===== config.mk =====
export PLATFORM = sky130hd
export DESIGN_NAME = muldiv_unit_flat
export DESIGN_NICKNAME = d
export VERILOG_FILES = /design/src/rtl/muldiv_unit_if.sv /design/src/rtl/muldiv_unit.sv /design/src/flat_wrapper.sv
export SDC_FILE = /design/constraint.sdc
export NUM_CORES = 1
export LEC_CHECK = 0
export BUFFER_PORTS_ARGS = -buffer_cell sky130_fd_sc_hd__buf_2
export CELL_PAD_IN_SITES_DETAIL_PLACEMENT = 1
export CELL_PAD_IN_SITES_GLOBAL_PLACEMENT = 1
export CORE_UTILIZATION = 45
export DETAILED_ROUTE_END_ITERATION = 8
export PLACE_DENSITY = 0.84
export SYNTH_ARGS = -nofsm -noshare
export SYNTH_HDL_FRONTEND = slang
export SYNTH_SLANG_ARGS = --single-unit

===== constraint.sdc =====
create_clock -name clk -period 3.8 [get_ports clk]
set_clock_uncertainty 0.1 [all_clocks]
set_input_delay 0 -clock clk [delete_from_list [all_inputs] [get_ports clk]]
set_output_delay 0 -clock clk [all_outputs]
set_load 0.01 [all_outputs]

===== src/rtl/muldiv_unit_if.sv =====
// Request/result bundle between EX-stage control and the iterative multiply/divide unit.
// Control drives the request side; the unit drives busy/done and the HI/LO results.
interface muldiv_unit_if #(
    parameter int DATA_W = 32
);
    logic              enable;
    logic              start;
    logic [1:0]        op;
    logic [DATA_W-1:0] src_a;
    logic [DATA_W-1:0] src_b;
    logic              busy;
    logic              done;
    logic [DATA_W-1:0] hi;
    logic [DATA_W-1:0] lo;
    logic              div_zero;

    modport master (
        output enable, start, op, src_a, src_b,
        input  busy, done, hi, lo, div_zero
    );

    modport slave (
        input  enable, start, op, src_a, src_b,
        output busy, done, hi, lo, div_zero
    );
endinterface


===== src/rtl/muldiv_unit.sv =====
// Iterative MULT/MULTU/DIV/DIVU into HI/LO; divider built only with MULDIV_DIV_EN defined.
// Latency DATA_W+1 enabled cycles (1 for divides without the divider); start while busy is dropped, enable low freezes all state.
module muldiv_unit #(
    parameter int DATA_W = 32
) (
    input  logic         clk,
    input  logic         arst_n,
    muldiv_unit_if.slave bus
);
    localparam int CNT_W = $clog2(DATA_W);

    typedef enum logic [1:0] {IDLE, CALC, FIX} state_t;

    state_t            state;
    state_t            state_nxt;
    logic [CNT_W-1:0]  cnt;
    logic [DATA_W-1:0] p_hi;
    logic [DATA_W-1:0] p_lo;
    logic [DATA_W-1:0] m;
    logic              is_div;
    logic              neg_q;
    logic              done_q;
    logic              div_zero_q;
    logic [DATA_W-1:0] hi_q;
    logic [DATA_W-1:0] lo_q;

    logic                a_neg;
    logic                b_neg;
    logic [DATA_W-1:0]   a_mag;
    logic [DATA_W-1:0]   b_mag;
    logic                b_zero;
    logic [DATA_W:0]     mul_sum;
    logic [2*DATA_W-1:0] prod_fix;

    assign a_neg    = bus.op[0] & bus.src_a[DATA_W-1];
    assign b_neg    = bus.op[0] & bus.src_b[DATA_W-1];
    assign a_mag    = a_neg ? -bus.src_a : bus.src_a;
    assign b_mag    = b_neg ? -bus.src_b : bus.src_b;
    assign b_zero   = (bus.src_b == '0);
    assign mul_sum  = {1'b0, p_hi} + {1'b0, m & {DATA_W{p_lo[0]}}};
    assign prod_fix = neg_q ? -{p_hi, p_lo} : {p_hi, p_lo};

`ifdef MULDIV_DIV_EN
    logic            neg_r;
    logic            dz_q;
    logic [DATA_W:0] rem_sh;
    logic [DATA_W:0] rem_nxt;
    logic            q_bit;

    assign rem_sh  = {p_hi, p_lo[DATA_W-1]};
    assign q_bit   = (rem_sh >= {1'b0, m});
    assign rem_nxt = q_bit ? (rem_sh - {1'b0, m}) : rem_sh;
`endif

    always_ff @(posedge clk or negedge arst_n) begin
        if (!arst_n) begin
            state <= IDLE;
        end else if (bus.enable) begin
            state <= state_nxt;
        end
    end

    always_comb begin
        state_nxt = state;
        case (state)
            IDLE: begin
                if (bus.start) begin
`ifdef MULDIV_DIV_EN
                    state_nxt = CALC;
`else
                    state_nxt = bus.op[1] ? FIX : CALC;
`endif
                end
            end
            CALC:    if (cnt == CNT_W'(DATA_W - 1)) state_nxt = FIX;
            FIX:     state_nxt = IDLE;
            default: state_nxt = IDLE;
        endcase
    end

    always_ff @(posedge clk or negedge arst_n) begin
        if (!arst_n) begin
            cnt        <= '0;
            p_hi       <= '0;
            p_lo       <= '0;
            m          <= '0;
            is_div     <= 1'b0;
            neg_q      <= 1'b0;
            done_q     <= 1'b0;
            div_zero_q <= 1'b0;
            hi_q       <= '0;
            lo_q       <= '0;
`ifdef MULDIV_DIV_EN
            neg_r      <= 1'b0;
            dz_q       <= 1'b0;
`endif
        end else if (bus.enable) begin
            done_q <= (state == FIX);
            case (state)
                IDLE: begin
                    if (bus.start) begin
                        cnt        <= '0;
                        is_div     <= bus.op[1];
                        neg_q      <= a_neg ^ b_neg;
                        p_hi       <= '0;
                        // A zero divisor keeps the raw dividend so it falls out as the remainder
                        p_lo       <= (bus.op[1] & b_zero) ? bus.src_a : a_mag;
                        m          <= b_mag;
                        div_zero_q <= 1'b0;
`ifdef MULDIV_DIV_EN
                        neg_r      <= a_neg;
                        dz_q       <= bus.op[1] & b_zero;
`endif
                    end
                end
                CALC: begin
                    cnt <= cnt + CNT_W'(1);
`ifdef MULDIV_DIV_EN
                    if (is_div) begin
                        p_hi <= rem_nxt[DATA_W-1:0];
                        p_lo <= {p_lo[DATA_W-2:0], q_bit};
                    end else begin
                        {p_hi, p_lo} <= {mul_sum, p_lo[DATA_W-1:1]};
                    end
`else
                    {p_hi, p_lo} <= {mul_sum, p_lo[DATA_W-1:1]};
`endif
                end
                FIX: begin
                    if (is_div) begin
`ifdef MULDIV_DIV_EN
                        if (dz_q) begin
                            hi_q       <= p_hi;
                            lo_q       <= p_lo;
                            div_zero_q <= 1'b1;
                        end else begin
                            hi_q <= neg_r ? -p_hi : p_hi;
                            lo_q <= neg_q ? -p_lo : p_lo;
                        end
`else
                        hi_q <= '0;
                        lo_q <= '0;
`endif
                    end else begin
                        {hi_q, lo_q} <= prod_fix;
                    end
                end
                default: ;
            endcase
        end
    end

    assign bus.busy     = (state != IDLE);
    assign bus.done     = done_q;
    assign bus.hi       = hi_q;
    assign bus.lo       = lo_q;
    assign bus.div_zero = div_zero_q;
endmodule


===== src/flat_wrapper.sv =====
// flat-port wrapper written by rule: the top's interface ports become plain ports
module muldiv_unit_flat 
#(
    parameter int DATA_W = 32
)
  (clk, arst_n, bus_enable, bus_start, bus_op, bus_src_a, bus_src_b, bus_busy, bus_done, bus_hi, bus_lo, bus_div_zero);
  muldiv_unit_if #(.DATA_W(DATA_W)) bus_i ();
  input  logic clk;
  input  logic arst_n;
  input wire logic [$bits(bus_i.enable)-1:0] bus_enable;
  input wire logic [$bits(bus_i.start)-1:0] bus_start;
  input wire logic [$bits(bus_i.op)-1:0] bus_op;
  input wire logic [$bits(bus_i.src_a)-1:0] bus_src_a;
  input wire logic [$bits(bus_i.src_b)-1:0] bus_src_b;
  output wire logic [$bits(bus_i.busy)-1:0] bus_busy;
  output wire logic [$bits(bus_i.done)-1:0] bus_done;
  output wire logic [$bits(bus_i.hi)-1:0] bus_hi;
  output wire logic [$bits(bus_i.lo)-1:0] bus_lo;
  output wire logic [$bits(bus_i.div_zero)-1:0] bus_div_zero;
  assign bus_i.enable = bus_enable;
  assign bus_i.start = bus_start;
  assign bus_i.op = bus_op;
  assign bus_i.src_a = bus_src_a;
  assign bus_i.src_b = bus_src_b;
  assign bus_busy = bus_i.busy;
  assign bus_done = bus_i.done;
  assign bus_hi = bus_i.hi;
  assign bus_lo = bus_i.lo;
  assign bus_div_zero = bus_i.div_zero;
  muldiv_unit #(.DATA_W(DATA_W)) u_core (.clk(clk), .arst_n(arst_n), .bus(bus_i));
endmodule

==> qor.log, run 1 <==
qor: yosys.ys_async_rst_share 1.00
qor: placement.numPortBuffers 135
qor: yosys.synth.distinct_cells 73
qor: yosys.synth.mux.area_fraction 0.00179
qor: die.top_level_ports 137
qor: clocking.cts-root-buf sky130_fd_sc_hd__clkbuf_16
qor: drt.detail_route.first_pass.iterations 5
qor: power.pwr_density_cell 706 nW/um^2
qor: placement.place_hpwl 25.8 mm
qor: clocking.clockBufferDepth 2
qor: yosys.synthesis.area_per_instance 8.50 um^2
qor: placement.gp_routability_congestion 0.921
qor: drt.detail_route.iter0.violations 929
qor: yosys.synth_top_family_by_area compound AO/OA/AOI/OAI gates
qor: drt.wl_per_cell 21.0 um
qor: cells_and_area.final_net_count 1606
qor: power.switching_fraction 0.460
qor: sta.rsz_0062_raised_after_global_routing yes
qor: drt.via_count 11000
qor: cells_and_area.post_route_cells_drive_above_1_share 0.141
qor: setup_path.worstPathArrival 3.91 ns
qor: yosys.synth_fp_nets 1426
qor: drt.drcViolationCount 0
qor: yosys.yosys_register_bits 170
qor: setup_path.critical_path.endpoint_type flip-flop
qor: yosys.synth_ff_type sky130_fd_sc_hd__dfrtp_1
qor: setup_path.worstSetupStartpointType input pin
qor: clocking.clkSlewWorstSetupHoldPaths 0.07 ns
qor: die.floorplan.initialDensity 0.460
qor: sta.clock.fmax 0.267 GHz
qor: die.dieWidth 160 um
qor: yosys.synth_cells 1318
qor: global_route.largest_net_degree_at_the_start_of_global_routing 94
qor: yosys.yosys.area_share.adder 0.0431
qor: cells_and_area.areaGrowthSynthToFinish 20.4%
qor: sta.timing.final.setup_violations 0
qor: clocking.cts.htree.levels 4
qor: flow_run.cap_viol_max_count 0
qor: clocking.clock_buffers_created_by_tritoncts 17
qor: sta.worst_slew_pin_slew 1.18 ns
qor: cells_and_area.layout.cells.non_filler 1835
qor: power.power.ir.vdd_worst 0.000301 V
qor: run_status.outcome completed
qor: die.area_of_the_core 24400 um^2
qor: setup_path.timing.critical_path.fanout_max 14
qor: sta.timing.final.max_slew_violations 0
qor: power.leakage 5.99 nW
qor: global_route.grt.overflow.total 0
qor: global_route.grt_use_total 0.306
qor: clocking.cts_tree done
qor: drt.final_antenna_net_count 0
qor: power.power_frac_seq 0.373
qor: yosys.share_of_synthesized_cell_area_in_and_or_nand_and_nor_gates 0.203
qor: yosys.synth_compound_area_frac 0.227
qor: sta.timing.slew.headroom 0.215
qor: clocking.worst_skew_pair.late_latency 0.44 ns
qor: sta.final.min_clock_period 3.74 ns
qor: power.pwr-share-clk 0.175
qor: drt.routed_wirelength 38.6 mm
qor: sta.post-route-period-util 0.985
qor: setup_path.critPathLaunch bus_src_b[0]
qor: power.p_switching 4.38 mW
qor: yosys.post_synth_instance_area 11200 um^2
qor: yosys.synth_edf_count 0
qor: yosys.yosysWarnings 0
qor: global_route.antenna_violations_before_repair 2
qor: die.die_h 160 um
qor: setup_path.timing.rr.start u_core.p_lo[0]$_DFFE_PN0P_
qor: drt.detail_route.vias_per_cell 5.99
qor: setup_path.critical_path_required 3.97 ns
qor: yosys.synth_sequential_area_ratio 0.380
qor: clocking.cts_sinks 170
qor: global_route.wire_length_of_the_first_global_routing_pass 62.1 mm
qor: yosys.post_synth_xor_area_fraction 0.109
qor: sta.final_hold_violating_endpoints 0
qor: placement.number_of_placed_instances_taps_included 1719
qor: power.power_report.internal_total 5.14 mW
qor: die.rows 57
qor: setup_path.worstSetupPathType input pin to flip-flop
qor: power.share_comb_of_total_power 0.453
qor: global_route.first_global_vias 11300
qor: die.dieArea 25500 um^2
qor: sta.hold-worst-slack 0.0137 ns
qor: hold_path.min-delay-path-class input pin to async pin
[critical path, cell delays in order]
cell,delay (ns)
sky130_fd_sc_hd__dlygate4sd3_1,0.54
sky130_fd_sc_hd__buf_2,0.13
sky130_fd_sc_hd__inv_1,0.10
sky130_fd_sc_hd__ha_1,0.22
sky130_fd_sc_hd__or4b_1,0.59
sky130_fd_sc_hd__nor4_2,0.31
sky130_fd_sc_hd__buf_4,0.21
sky130_fd_sc_hd__a41oi_1,0.36
sky130_fd_sc_hd__and2_2,0.49
sky130_fd_sc_hd__o31ai_1,0.13
sky130_fd_sc_hd__xor2_1,0.16
sky130_fd_sc_hd__dlygate4sd3_1,0.56
sky130_fd_sc_hd__o21ai_0,0.10
[area by class of cell]
cell class,instances,area (um^2)
clock inverter,13,114
fill,2952,10900
antenna,1,2.50
inverter,24,90.1
tap,324,405
multi-input combinational,1051,6560
sequential,170,4260
clock buffer,18,429
timing repair buffer,234,1650
[power by group through the flow]
stage | Combinational (mW) | Sequential [mW] | Clock, mW
2_1_floorplan | 2.84 | 3.24 | 0
3_5_place_dp | 4.11 | 3.53 | 0
5_1_grt | 4.76 | 3.64 | 1.76
3_3_place_gp | 3.92 | 3.47 | 0
4_1_cts | 4.24 | 3.50 | 1.68
6_report | 4.31 | 3.55 | 1.66
[metal layers]
metal	routed length [um]	vias to the layer above	GRT usage
met2	17900	378	0.493
met3	2240	98	0.0447
met5	13	-	0
met4	1220	2	0.119
met1	17200	5450	0.417
li1	-	5063	-
[cells in the final DEF (no fill, tap or decap), types with 11 or more instances in the layout]
cell type	synthesis	final
sky130_fd_sc_hd__inv_1	24	24
sky130_fd_sc_hd__buf_2	2	134
sky130_fd_sc_hd__nor4_1	13	13
sky130_fd_sc_hd__o21ai_0	163	163
sky130_fd_sc_hd__o21ai_1	12	12
sky130_fd_sc_hd__and2_1	38	37
sky130_fd_sc_hd__xnor2_1	56	56
sky130_fd_sc_hd__nand3_1	14	13
sky130_fd_sc_hd__o31ai_1	43	43
sky130_fd_sc_hd__nand2b_1	12	12
sky130_fd_sc_hd__xor2_1	83	83
sky130_fd_sc_hd__nand2_1	200	199
sky130_fd_sc_hd__a22oi_1	30	30
sky130_fd_sc_hd__dlygate4sd3_1	0	84
sky130_fd_sc_hd__ha_1	37	37
sky130_fd_sc_hd__nand4_1	11	11
sky130_fd_sc_hd__nor3_1	23	23
sky130_fd_sc_hd__clkbuf_16	0	17
sky130_fd_sc_hd__or3_1	21	21
sky130_fd_sc_hd__dfrtp_1	170	169
sky130_fd_sc_hd__a21oi_1	75	75
sky130_fd_sc_hd__o41ai_1	11	11
sky130_fd_sc_hd__nor2_1	72	72
sky130_fd_sc_hd__buf_4	1	14
[timing repair]
action | CTS | global route
resized for setup | 0 | 3
hold buffers | 84 | 0
buffers inserted | 0 | 0
hold endpoints to repair | 193 | 0
endpoints found under the setup margin | 0 | 6
[cells in the mapped netlist (3+ instances only)]
| library cell | count | area [um^2] |
|---|---|---|
| sky130_fd_sc_hd__buf_1 | 4 | 15.0 |
| sky130_fd_sc_hd__inv_1 | 24 | 90.1 |
| sky130_fd_sc_hd__clkbuf_1 | 61 | 229 |
| sky130_fd_sc_hd__or3_1 | 21 | 131 |
| sky130_fd_sc_hd__or4_1 | 8 | 60.1 |
| sky130_fd_sc_hd__nand2_1 | 200 | 751 |
| sky130_fd_sc_hd__nor2b_1 | 5 | 31.3 |
| sky130_fd_sc_hd__or4_4 | 4 | 45.0 |
| sky130_fd_sc_hd__a21oi_1 | 75 | 375 |
| sky130_fd_sc_hd__a22o_1 | 3 | 26.3 |
| sky130_fd_sc_hd__o21ai_0 | 163 | 816 |
| sky130_fd_sc_hd__nor2_1 | 72 | 270 |
| sky130_fd_sc_hd__o21ai_1 | 12 | 60.1 |
| sky130_fd_sc_hd__o31ai_1 | 43 | 323 |
| sky130_fd_sc_hd__a21o_1 | 10 | 75.1 |
| sky130_fd_sc_hd__nand4_1 | 11 | 68.8 |
| sky130_fd_sc_hd__a21boi_0 | 3 | 22.5 |
| sky130_fd_sc_hd__and3_1 | 9 | 56.3 |
| sky130_fd_sc_hd__o31ai_2 | 3 | 37.5 |
| sky130_fd_sc_hd__or2_2 | 8 | 50.1 |
| sky130_fd_sc_hd__nand2b_1 | 12 | 75.1 |
| sky130_fd_sc_hd__nor4_1 | 13 | 81.3 |
| sky130_fd_sc_hd__nor3_1 | 23 | 115 |
| sky130_fd_sc_hd__a211oi_1 | 4 | 30.0 |
| sky130_fd_sc_hd__and2_1 | 38 | 238 |
| sky130_fd_sc_hd__a31oi_1 | 7 | 43.8 |
| sky130_fd_sc_hd__o2111ai_1 | 4 | 35.0 |
| sky130_fd_sc_hd__xor2_1 | 83 | 727 |
| sky130_fd_sc_hd__nand3_1 | 14 | 70.1 |
| sky130_fd_sc_hd__ha_1 | 37 | 463 |
| sky130_fd_sc_hd__o211ai_1 | 8 | 60.1 |
| sky130_fd_sc_hd__a22oi_1 | 30 | 225 |
| sky130_fd_sc_hd__nand3b_1 | 6 | 45.0 |
| sky130_fd_sc_hd__o41ai_1 | 11 | 96.3 |
| sky130_fd_sc_hd__o41ai_2 | 3 | 48.8 |
| sky130_fd_sc_hd__xnor2_1 | 56 | 490 |
| sky130_fd_sc_hd__dfrtp_1 | 170 | 4250 |
| sky130_fd_sc_hd__o21a_1 | 10 | 75.1 |
| sky130_fd_sc_hd__o21bai_1 | 6 | 45.0 |
[flip-flops by register name (all words and copies together), names as in the netlist]
signal	cells
u_core.bus.hi	32
u_core.p_lo	32
u_core.m	32
u_core.state	2
u_core.bus.done	1
u_core.is_div	1
u_core.cnt	5
u_core.bus.lo	32
u_core.p_hi	32
u_core.neg_q	1
[logic make-up after synthesis]
logic type               Yosys count
AO/OA/AOI/OAI                    410
XOR/XNOR                         139
adder cells (fa/ha/maj)           38
buffers and inverters             97
flip-flops                       170
multiplexers                       2
other                              1
AND/OR/NAND/NOR                  461
[path summary, 6_finish.rpt]
| kind | to | slack [ns] | cells past startpoint |
|---|---|---|---|
| hold / removal | u_core.p_lo[4]$_DFFE_PN0P_ | 0.01 | 2 |
| hold reg to reg | u_core.m[31]$_DFFE_PN0P_ | 0.37 | 2 |
| setup reg to reg | u_core.p_hi[25]$_DFFE_PN0P_ | 0.40 | 10 |
| max in group asynchronous | u_core.bus.hi[7]$_DFFE_PN0P_ | 2.54 | 3 |
| min in group clk | u_core.p_lo[6]$_DFFE_PN0P_ | 0.33 | 4 |
| setup / recovery | u_core.p_lo[9]$_DFFE_PN0P_ | 0.06 | 13 |
[metrics by stage]
step                      cell area (um^2)  setup WS, ns  utilization  power, mW  TNS (ns)
after global placement               12100         0.681        0.496       7.39         0
after floorplan                      11200         0.870            -       6.08         0
after detailed placement             12100         0.579        0.496       7.64         0
final                                13500        0.0561        0.554       9.53         0
after global routing                 13500       -0.0322        0.554       10.2   -0.0561
after CTS                            13500         0.210        0.553       9.42         0
(Power assumes the default switching activity.)
==> inputs of run 2 (changes only) <==
Settings changed: CAP_MARGIN set to 5, CORE_UTILIZATION 45 to 40, PLACE_DENSITY 0.84 to 0.79.
Clock period 3.8 ns to 3.1 ns, I/O delays scaled along.
==> run 2 against run 1 <==
Net effect:
- count of clock-buffer cells in the layout decreased by 1
- non-clock buffer count increased by 31
- global-route usage decreased by 2.7 points
- combinational power increased by 35%
- sequential share of layout area decreased by 1.2 points
- hold slack improved by 0.037 ns
- sequential power increased by 16%
- setup slack improved by 0.021 ns
- critical path type unchanged
- critical endpoint is now u_core.m[31]$_DFFE_PN0P_
==> qor.log, run 2 (synthesis results as in run 1) <==
qor: cells_and_area.post_route_cells_drive_above_1_share 0.174 [+0.0327]
qor: clocking.cts.htree.levels 4 [unchanged]
qor: drt.drcViolationCount 0 [unchanged]
qor: drt.via_count 11100 [+0.91%]
qor: die.die_h 169 um [+6.0%]
qor: drt.detail_route.iter0.violations 962 [+3.6%]
qor: global_route.globalRouteMet3Util 0.0301 [-0.0146]
qor: setup_path.critical_path.endpoint_type flip-flop
qor: sta.timing.final.setup_violations 0 [unchanged]
qor: clocking.cts_sinks 170 [unchanged]
qor: power.power_report.internal_total 6.70 mW [+30%]
qor: setup_path.timing.critical_path.fanout_max 5 [-9]
qor: die.floorplan.initialDensity 0.411 [-0.0482]
qor: setup_path.worstPathArrival 3.30 ns [-0.61 ns]
qor: sta.timing.final.max_slew_violations 0 [unchanged]
qor: clocking.clockBufferDepth 2 [unchanged]
qor: setup_path.cp_slowest_stage_delay 0.59 ns [about the same]
qor: placement.gp_routability_congestion 0.911 [-1.1%]
qor: global_route.grt_util_met1 0.389 [-0.0279]
qor: cells_and_area.areaGrowthSynthToFinish 25.0%
qor: sta.post-route-period-util 0.975
qor: global_route.antenna_violations_before_repair 2 [unchanged]
qor: flow_run.cap_viol_max_count 0 [unchanged]
qor: sta.clock.fmax 0.331 GHz
qor: placement.place_hpwl 26.7 mm [+3.3%]
qor: cells_and_area.layout.cells.most_common sky130_fd_sc_hd__nand2_1
qor: sta.timing.slew.headroom 0.304 [+0.0888]
qor: clocking.cts-root-buf sky130_fd_sc_hd__clkbuf_16
qor: power.p_switching 5.59 mW [+28%]
qor: die.top_level_ports 137 [unchanged]
qor: drt.routed_wirelength 39.9 mm [+3.4%]
qor: cells_and_area.layout_common_cells sky130_fd_sc_hd__nand2_1 (199), sky130_fd_sc_hd__dfrtp_1 (168), sky130_fd_sc_hd__o21ai_0 (160), sky130_fd_sc_hd__buf_2 (134), sky130_fd_sc_hd__xor2_1 (83)
qor: setup_path.worstPathCellList dlygate4sd3_1 > buf_2 > or4_4 > nor3_2 > and3_4 > nand2_2 > o31ai_4 > nand3_1 > dlygate4sd3_1 > nand2_1 > dlygate4sd3_1
qor: drt.wl_per_cell 20.8 um [-0.97%]
qor: setup_path.critical_path.most_common_cell sky130_fd_sc_hd__dlygate4sd3_1
qor: setup_path.critPathLaunch bus_src_b[6]
qor: power.pwr-share-clk 0.190 [+0.015]
qor: global_route.largest_net_degree_at_the_start_of_global_routing 102 [+8.5%]
qor: setup_path.ff2ff_path_depth 8 [-2]
qor: sta.final_hold_violating_endpoints 0 [unchanged]
qor: global_route.grt_use_total 0.279 [-0.0270]
qor: setup_path.rrSetupSlack 0.12 ns [-0.28 ns]
qor: run_status.outcome completed
qor: placement.placed_area 12400 um^2 [+2.5%]
qor: setup_path.timing.rr.start u_core.p_lo[20]$_DFFE_PN0P_
qor: die.area_of_the_core 27300 um^2 [+12%]
qor: setup_path.worst_r2r_endpoint u_core.bus.hi[24]$_DFFE_PN0P_
qor: global_route.wire_length_of_the_first_global_routing_pass 62.8 mm [+1.1%]
qor: global_route.gr-max-usage-layer met2
qor: drt.final_antenna_net_count 0 [unchanged]
qor: placement.numPortBuffers 135 [unchanged]
qor: cells_and_area.final_net_count 1637 [+1.9%]
qor: power.power.ir.vdd_worst 0.000495 V [+65%]
qor: clocking.clock_buffers_created_by_tritoncts 17 [unchanged]
qor: clocking.worst_skew_pair.late_latency 0.44 ns [about the same]
qor: cells_and_area.layout.cells.non_filler 1916 [+4.4%]
qor: power.share_comb_of_total_power 0.475 [+0.022]
qor: die.dieWidth 169 um [+6.0%]
qor: global_route.grt.overflow.total 0 [unchanged]
qor: die.rows 60 [+5.3%]
qor: power.switching_fraction 0.455 [-0.00535]
qor: die.dieArea 28700 um^2 [+12%]
qor: drt.detail_route.vias_per_cell 5.79 [-3.4%]
qor: setup_path.worstSetupStartpointType input pin
qor: setup_path.timing.critical_path.slowest_stage_cell sky130_fd_sc_hd__dlygate4sd3_1
qor: power.power_frac_seq 0.336 [-0.037]
qor: clocking.cts_tree done
qor: power.pwr_density_cell 877 nW/um^2 [+24%]
qor: hold_path.min-delay-path-class input pin to flip-flop
qor: global_route.globalRouteMet2Util 0.455 [-0.0379]
qor: sta.worst_slew_pin_slew 1.04 ns [-0.133 ns]
qor: setup_path.worstSetupPathType input pin to flip-flop
qor: setup_path.worstSetupEndpoint u_core.m[31]$_DFFE_PN0P_
qor: global_route.first_global_vias 11300 [-0.40%]
qor: setup_path.critical_path_required 3.38 ns [-0.59 ns]
qor: sta.final.min_clock_period 3.02 ns
qor: cells_and_area.final_design_area_no_fill 14000 um^2 [+3.8%]
qor: placement.number_of_placed_instances_taps_included 1796 [+4.5%]
qor: drt.detail_route.first_pass.iterations 6 [+1]
qor: clocking.clkSlewWorstSetupHoldPaths 0.08 ns [about the same]
qor: power.leakage 6.22 nW [+3.8%]
run 2: timing repair:
| item | CTS | global route |
|---|---|---|
| setup buffers | 3 | 2 |
| pin swaps | 1 | 3 |
| hold endpoints to repair | 167 | 0 |
| gates resized for setup | 0 | 29 |
| endpoints found under the setup margin | 1 | 28 |
| hold buffers | 81 | 0 |
run 2: worst min-delay path by stage:
stage / from / end / slack [ns] / cells after the start
after floorplan: arst_n / u_core.bus.done$_DFFE_PN0P_ / -0.40 / 0
after global placement: arst_n / u_core.bus.lo[5]$_DFFE_PN0P_ / 0.09 / 1
after detailed placement: arst_n / u_core.bus.lo[5]$_DFFE_PN0P_ / 0.1 / 1
after CTS: bus_src_b[13] / u_core.m[14]$_DFFE_PN0P_ / 0.03 / 5
after global routing: bus_src_b[13] / u_core.m[14]$_DFFE_PN0P_ / 0.1 / 5
final: bus_src_b[13] / u_core.m[14]$_DFFE_PN0P_ / 0.05 / 5
run 2: worst max-delay path: cells and delay by family:
family	cells	cell delay [ns]
buffers and inverters	4	1.83
AO/OA/AOI/OAI	1	0.24
AND/OR/NAND/NOR	6	1.23
run 2: power groups by stage:
stage	Clock, mW	Combinational, mW	Sequential [mW]
floorplan	0	3.48	3.97
global placement	0	5.27	4.06
detailed placement	0	5.47	4.12
CTS	2.36	5.68	4.08
global route	2.44	6.39	4.24
finish	2.33	5.83	4.12
run 2: per-stage QoR:
step / utilization / TNS, ns / setup WS [ns] / hold slack [ns] / power (mW)
after global placement: 0.455 / 0 / 0.138 / 0.0884 / 9.34
after CTS: 0.509 / 0 / 0.00733 / 0.0266 / 12.1
after global routing: 0.514 / -0.0610 / -0.0447 / 0.0954 / 13.1
after floorplan: - / 0 / 0.170 / -0.396 / 7.45
after detailed placement: 0.455 / 0 / 0.104 / 0.0959 / 9.59
final: 0.514 / 0 / 0.0768 / 0.0507 / 12.3
run 2: layout make-up:
type | instances | area [um^2]
well taps | 372 | 465
diodes | 2 | 5.00
fillers | 3246 | 13200
inverters | 24 | 90.1
flip-flops and latches | 170 | 4260
repair buffers | 265 | 1900
clock buffers | 17 | 425
multi-input cells | 1051 | 6680
clock inverters | 15 | 200
run 2: routing by layer:
layer  vias up  routed length (um)
met3        79                1960
met2       386               18500
met5         -                   0
met1      5502               18500
li1       5124                   -
met4         0                 933
